### config.mk
export PLATFORM = sky130hd
export DESIGN_NAME = apb_master_arb
export DESIGN_NICKNAME = d
export VERILOG_FILES = /design/src/rtl/apb_pkg.sv /design/src/rtl/apb_rr_arb2.sv /design/src/rtl/apb_master_arb.sv
export SDC_FILE = /design/constraint.sdc
export NUM_CORES = 1
export LEC_CHECK = 0
export ABC_AREA = 0
export BUFFER_PORTS_ARGS = -buffer_cell sky130_fd_sc_hd__buf_2
export CELL_PAD_IN_SITES_DETAIL_PLACEMENT = 0
export CELL_PAD_IN_SITES_GLOBAL_PLACEMENT = 1
export CORE_MARGIN = 10
export CORE_UTILIZATION = 30
export DETAILED_ROUTE_END_ITERATION = 7
export PLACE_DENSITY = 0.87
export SLEW_MARGIN = 0
export SYNTH_ARGS = -nofsm -noshare
export SYNTH_HDL_FRONTEND = slang
export SYNTH_SLANG_ARGS = --single-unit
export TNS_END_PERCENT = 5
### constraint.sdc
create_clock -name p_clk -period 1.8 [get_ports p_clk]
set_input_delay 0.09 -clock p_clk [delete_from_list [all_inputs] [get_ports p_clk]]
set_output_delay 0.09 -clock p_clk [all_outputs]
set_load 0.02 [all_outputs]
### src/rtl/apb_pkg.sv
// Shared types and defaults for the two-port APB master arbiter.
package apb_pkg;

  typedef enum logic [1:0] {
    IDLE   = 2'd0,
    SETUP  = 2'd1,
    ACCESS = 2'd2
  } apb_state_e;

  localparam int A_WIDTH_DEF = 8;
  localparam int D_WIDTH_DEF = 8;

  // One-hot completion vector for a granted requester index.
  function automatic logic [1:0] grant_onehot(input logic idx);
    return idx ? 2'b10 : 2'b01;
  endfunction

endpackage

### src/rtl/apb_rr_arb2.sv
// Two-way round-robin arbiter: grants the requester not served last when
// both are pending, otherwise whichever one is pending.
module apb_rr_arb2 (
  input  logic [1:0] valid_i,
  input  logic       last_i,
  output logic       grant_o,
  output logic       any_o
);

  // Grant selection from pending requests and last-served pointer.
  always_comb begin
    any_o   = |valid_i;
    grant_o = 1'b0;
    case (valid_i)
      2'b11:   grant_o = ~last_i;
      2'b10:   grant_o = 1'b1;
      2'b01:   grant_o = 1'b0;
      default: grant_o = 1'b0;
    endcase
  end

endmodule

### src/rtl/apb_master_arb.sv
// Two-port APB master: round-robin arbitration between two requesters,
// SETUP/ACCESS sequencing, wait-state handling and timeout abort.
module apb_master_arb
  import apb_pkg::*;
#(
  parameter int A_WIDTH = A_WIDTH_DEF,
  parameter int D_WIDTH = D_WIDTH_DEF,
  parameter int TIMEOUT = 16
) (
  input  logic                 p_clk,
  input  logic                 p_rst,
  input  logic [1:0]           req_valid,
  input  logic [1:0]           req_write,
  input  logic [2*A_WIDTH-1:0] req_addr,
  input  logic [2*D_WIDTH-1:0] req_wdata,
  output logic [1:0]           req_done,
  output logic                 req_err,
  output logic [D_WIDTH-1:0]   req_rdata,
  output logic                 busy,
  output logic                 p_sel,
  output logic                 p_enable,
  output logic                 p_write,
  output logic [A_WIDTH-1:0]   p_addr,
  output logic [D_WIDTH-1:0]   wr_data,
  input  logic [D_WIDTH-1:0]   rd_data,
  input  logic                 p_ready
);

  localparam int CNT_W = $clog2(TIMEOUT);

  apb_state_e           state_q, state_d;
  logic                 last_q, last_d;
  logic                 gnt_q, gnt_d;
  logic [CNT_W-1:0]     cnt_q, cnt_d;
  logic                 p_write_q, p_write_d;
  logic [A_WIDTH-1:0]   p_addr_q, p_addr_d;
  logic [D_WIDTH-1:0]   wr_data_q, wr_data_d;

  logic                 arb_grant_s;
  logic                 arb_any_s;
  logic                 timeout_hit_s;
  logic                 done_s;

  apb_rr_arb2 u_arb (
    .valid_i (req_valid),
    .last_i  (last_q),
    .grant_o (arb_grant_s),
    .any_o   (arb_any_s)
  );

  assign timeout_hit_s = (cnt_q == CNT_W'(TIMEOUT - 1));

  // State, grant bookkeeping and latched bus fields.
  always_ff @(posedge p_clk or posedge p_rst) begin
    if (p_rst) begin
      state_q   <= IDLE;
      last_q    <= 1'b1;
      gnt_q     <= 1'b0;
      cnt_q     <= '0;
      p_write_q <= 1'b0;
      p_addr_q  <= '0;
      wr_data_q <= '0;
    end else begin
      state_q   <= state_d;
      last_q    <= last_d;
      gnt_q     <= gnt_d;
      cnt_q     <= cnt_d;
      p_write_q <= p_write_d;
      p_addr_q  <= p_addr_d;
      wr_data_q <= wr_data_d;
    end
  end

  // Next-state logic; request inputs are only sampled while IDLE so the
  // bus fields stay stable for the whole transfer.
  always_comb begin
    state_d   = state_q;
    last_d    = last_q;
    gnt_d     = gnt_q;
    cnt_d     = cnt_q;
    p_write_d = p_write_q;
    p_addr_d  = p_addr_q;
    wr_data_d = wr_data_q;
    case (state_q)
      IDLE: begin
        if (arb_any_s) begin
          state_d   = SETUP;
          gnt_d     = arb_grant_s;
          last_d    = arb_grant_s;
          cnt_d     = '0;
          p_write_d = req_write[arb_grant_s];
          p_addr_d  = arb_grant_s ? req_addr[2*A_WIDTH-1:A_WIDTH] : req_addr[A_WIDTH-1:0];
          wr_data_d = arb_grant_s ? req_wdata[2*D_WIDTH-1:D_WIDTH] : req_wdata[D_WIDTH-1:0];
        end else begin
          state_d = IDLE;
        end
      end
      SETUP: begin
        state_d = ACCESS;
      end
      ACCESS: begin
        if (p_ready) begin
          state_d = IDLE;
        end else if (timeout_hit_s) begin
          state_d = IDLE;
        end else begin
          cnt_d = cnt_q + CNT_W'(1);
        end
      end
      default: begin
        state_d = IDLE;
      end
    endcase
  end

  // Completion decode: a ready slave takes priority over the timeout.
  always_comb begin
    done_s    = (state_q == ACCESS) && (p_ready || timeout_hit_s);
    req_err   = (state_q == ACCESS) && !p_ready && timeout_hit_s;
    req_done  = 2'b00;
    req_rdata = '0;
    if (done_s) begin
      req_done = grant_onehot(gnt_q);
      if (!p_write_q && p_ready) begin
        req_rdata = rd_data;
      end else begin
        req_rdata = '0;
      end
    end else begin
      req_done = 2'b00;
    end
  end

  assign busy     = (state_q != IDLE);
  assign p_sel    = (state_q != IDLE);
  assign p_enable = (state_q == ACCESS);
  assign p_write  = p_write_q;
  assign p_addr   = p_addr_q;
  assign wr_data  = wr_data_q;

endmodule
==> key figures <==
Synth
  • Synthesized flop and latch total: 25
  • Mean area per synthesized cell: 9.43 µm²
  • Fraction of registers with async set/reset: 1.00
  • Share of synthesized area occupied by flip-flops and latches: 0.489
  • Post-synth EDFFs: 0
  • List of most frequent post-synthesis cells: 26 x sky130_fd_sc_hd__nand2_1, 24 x sky130_fd_sc_hd__dfrtp_1, 19 x sky130_fd_sc_hd__o21ai_0
  • Syn Std Cell Area: 1280 µm²
  • Synth Warn #: 0
  • Synth Instances: 136
  • Synth area leader: sky130_fd_sc_hd__dfrtp_1
  • Area contributors post-synth: sky130_fd_sc_hd__dfrtp_1 47%, sky130_fd_sc_hd__mux2i_1 13%, sky130_fd_sc_hd__nand2_1 7.6%
  • Portion of synthesized cell area occupied by the leading cell type: 0.468
  • Primary flip-flop cell chosen by synthesis mapping: sky130_fd_sc_hd__dfrtp_1
  • Cell with the most instances after synthesis: sky130_fd_sc_hd__nand2_1
  • Number of distinct standard cells referenced by the synthesized netlist: 25
  • Post-synthesis net count: 184

Final layout
  • Net total in the final layout: 267
  • Ant diodes: 0
  • Summed area of non-filler cells in the final layout: 1810 µm²
  • Layout cells sized above 1: 0.431
  • Area overhead of the layout relative to synthesis: 41.1%
  • Fillers: 434
  • Count of placed standard cells in the final layout, fillers left out: 268
  • Utilization after layout: 0.446

GRT
  • Antenna violations before repair: 0
  • GRT Max-Usage Layer: met2
  • Vias in the first global route: 1316
  • Wire length of the first global-routing pass: 5970 µm
  • Maximum number of pins on one net before global-route repair: 38
  • Global routing usage on met2: 0.157
  • Global routing met1 resource utilization: 0.111
  • GRT Residual Overflow: 0
  • Global-route met3 utilization: 0.0497
  • Overall fraction of global-route tracks in use: 0.0964

Floorplanning
  • Floorplan row count: 23
  • Count of boundary I/O pins: 78
  • Full die area: 7290 µm²
  • Placeable Area: 4060 µm²
  • Die Span X: 85.4 µm
  • Die Height: 85.4 µm
  • Initial core utilization: 0.316

Routing
  • Total routed wirelength: 3640 µm
  • DRT antenna net count: 0
  • Routed wire length per instance: 13.6 µm
  • Number of vias per cell after detailed routing: 4.51
  • Number of vias after detailed routing: 1210
  • Residual DRC: 0
  • Number of detailed-routing iterations run before antenna repair: 4
  • 1st-iter DRT viols: 44

STA
  • Number of setup violations in the final report: 0
  • Final clock period utilization by the worst path: 0.958
  • FMAX: 580 MHz
  • Post-layout minimum cycle time: 1.72 ns
  • Tightest hold margin: 0.108 ns
  • Number of hold-slack violations in the final timing report: 0
  • Final critical-path setup slack: 0.0757 ns
  • Headroom to the max-slew limit: 0.790
  • Worst Skew: 0.00149 ns
  • Slew at the pin closest to its max-slew limit: 0.311 ns
  • Max Transition Viols Final: 0

Critical path
  • Startpoint of the most critical register-to-register path: state_q[0]$_DFFE_PP0P_
  • Cell-by-cell trace of the critical path: ha_2 -> and3_1 -> nor2_1 -> nor3b_2 -> buf_4
  • Worst reg2reg endpoint: p_addr[6]$_DFFE_PP0P_
  • Nature of the critical path startpoint: register
  • Top fanout value on the critical path: 6
  • Delay contributed by the slowest stage of the critical path: 0.45 ns
  • Data arrival at the endpoint of the critical path: 1.63 ns
  • Worst Path Class, Setup: register to output pin
  • Nature of the critical path endpoint: output pin
  • Worst setup slack for register-to-register paths: 0.25 ns
  • WP data required: 1.71 ns
  • Slowest CP cell: sky130_fd_sc_hd__dfrtp_2
  • Depth of the most critical reg-to-reg path: 5

Job
  • Maximum capacitance violations: 0

Placed design
  • Port bufs: 77
  • Number of placed cells counting well taps: 261
  • Post-place instance area: 1730 µm²
  • Pre-CTS worst setup slack: 0.258 ns
  • Routability-driven placement congestion ratio: 0.821
  • Post-DP HPWL: 2920 µm

Pwr
  • Power Internal: 1.44 mW
  • Worst IR drop on VDD: 569 µV
  • Power density normalized to cell area: 1430 nW/µm²
  • Sw power: 1.15 mW
  • Proportion of power drawn by combinational gates: 0.503
  • Switching part of the total power: 0.443
  • Relative contribution of sequential cells to total power: 0.371
  • Share of power burned in the clock network: 0.127
  • Static power due to leakage: 0.980 nW

CTS
  • H-tree levels: 1
  • Number of buffers inserted during clock tree synthesis: 3
  • CTS tree: yes
  • Root Buffer: sky130_fd_sc_hd__clkbuf_8
  • Sinks on Clock Net: 25
  • Clock buffer depth: 2
  • Worst-Skew Late Latency: 0.26 ns
  • Clock input transition at the sequential cells of the worst setup and hold paths: 0.09 ns

Run status
  • Run status: complete, no violations

Worst hold path
  • Hold/Removal Path Class: primary input to register
  • End point of the worst hold path: wr_data[6]$_DFFE_PP0P_
  • Worst Min Path Start: req_wdata[6]
  • Hold Path Depth: 3
cell families after synthesis:
group / synth area share
AO/OA/AOI/OAI: 0.111
adder cells (fa/ha/maj): 0.00975
AND/OR/NAND/NOR: 0.205
buffers and inverters: 0.0527
flip-flops: 0.489
multiplexers: 0.133
worst max-delay path by stage:
| stage | start | to | slack [ns] | cells after the start |
|---|---|---|---|---|
| 3_5_place_dp | state_q[0]$_DFFE_PP0P_ | p_addr[1]$_DFFE_PP0P_ | 0.26 | 5 |
| 6_report | cnt_q[0]$_DFFE_PP0P_ | req_done[1] | 0.08 | 5 |
| 5_1_grt | cnt_q[0]$_DFFE_PP0P_ | req_done[1] | -0.02 | 5 |
| 3_3_place_gp | cnt_q[0]$_DFFE_PP0P_ | req_done[1] | 0.29 | 5 |
| 2_1_floorplan | state_q[0]$_DFFE_PP0P_ | cnt_q[0]$_DFFE_PP0P_ | 0.25 | 6 |
| 4_1_cts | cnt_q[0]$_DFFE_PP0P_ | req_done[1] | 0.02 | 5 |
critical path, delay by kind of cell (launching register included):
| family | cells | cell delay, ns |
|---|---|---|
| flops | 1 | 0.45 |
| buf+inv | 1 | 0.16 |
| simple gates | 3 | 0.53 |
| fa+ha+maj | 1 | 0.23 |
per-stage QoR:
stage / setup TNS [ns] / total power [mW]
2_1_floorplan: 0 / 1.83
3_3_place_gp: 0 / 2.24
3_5_place_dp: 0 / 2.28
4_1_cts: 0 / 2.61
5_1_grt: -0.0243 / 2.82
6_report: 0 / 2.59
power by group through the flow:
stage                     registers [mW]  clock network, mW  logic (mW)
after floorplan                     1.19                  0       0.649
after global placement             0.965                  0        1.28
after detailed placement           0.970                  0        1.31
after CTS                          0.964              0.337        1.30
after global routing               0.995              0.360        1.46
final                              0.960              0.328        1.30
sequential cells by signal (all words and copies together), names as in the netlist:
name     cells
state_q      2
wr_data      8
cnt_q        4
p_write      1
p_addr       8
gnt_q        1
last_q       1
what timing repair did:
| item | 4_1_cts | 5_1_grt |
|---|---|---|
| setup buffers | 0 | 2 |
| endpoints found under the hold margin | 24 | 0 |
| hold buffers | 1 | 0 |
| endpoints found under the setup margin | 0 | 2 |
| resized for setup | 0 | 4 |
metal layers:
| layer | vias up | share of wire |
|---|---|---|
| met1 | 522 | 0.43 |
| met4 | 0 | 0.0022 |
| met2 | 59 | 0.45 |
| li1 | 627 | - |
| met3 | 2 | 0.12 |
| met5 | - | 0 |
final cells by class:
cell class,count,area [µm²],share of cell area
Sequential cell,25,628,0.347
Multi-Input combinational cell,99,599,0.331
Timing Repair Buffer,86,458,0.253
Tap cell,50,62.6,0.0346
Clock buffer,3,41.3,0.0228
Inverter,4,15.0,0.00830
Clock inverter,1,5.00,0.00277
cells in the final DEF (no fill, tap or decap):
cell type,count
sky130_fd_sc_hd__a211oi_1,2
sky130_fd_sc_hd__a21boi_2,1
sky130_fd_sc_hd__a21oi_1,2
sky130_fd_sc_hd__a31oi_1,1
sky130_fd_sc_hd__a32oi_1,1
sky130_fd_sc_hd__and2_1,8
sky130_fd_sc_hd__and3_1,1
sky130_fd_sc_hd__buf_2,76
sky130_fd_sc_hd__buf_4,9
sky130_fd_sc_hd__clkbuf_8,3
sky130_fd_sc_hd__clkinv_2,1
sky130_fd_sc_hd__dfrtp_1,23
sky130_fd_sc_hd__dfrtp_2,1
sky130_fd_sc_hd__dfstp_2,1
sky130_fd_sc_hd__dlygate4sd3_1,1
sky130_fd_sc_hd__ha_2,1
sky130_fd_sc_hd__inv_1,4
sky130_fd_sc_hd__mux2i_1,17
sky130_fd_sc_hd__nand2_1,26
sky130_fd_sc_hd__nand2b_1,2
sky130_fd_sc_hd__nand3_1,5
sky130_fd_sc_hd__nand4_1,2
sky130_fd_sc_hd__nor2_1,3
sky130_fd_sc_hd__nor3_1,4
sky130_fd_sc_hd__nor3b_1,1
sky130_fd_sc_hd__nor3b_2,1
sky130_fd_sc_hd__o21ai_0,19
sky130_fd_sc_hd__or2_1,2
No activity file was read; power rests on OpenSTA's default activity.
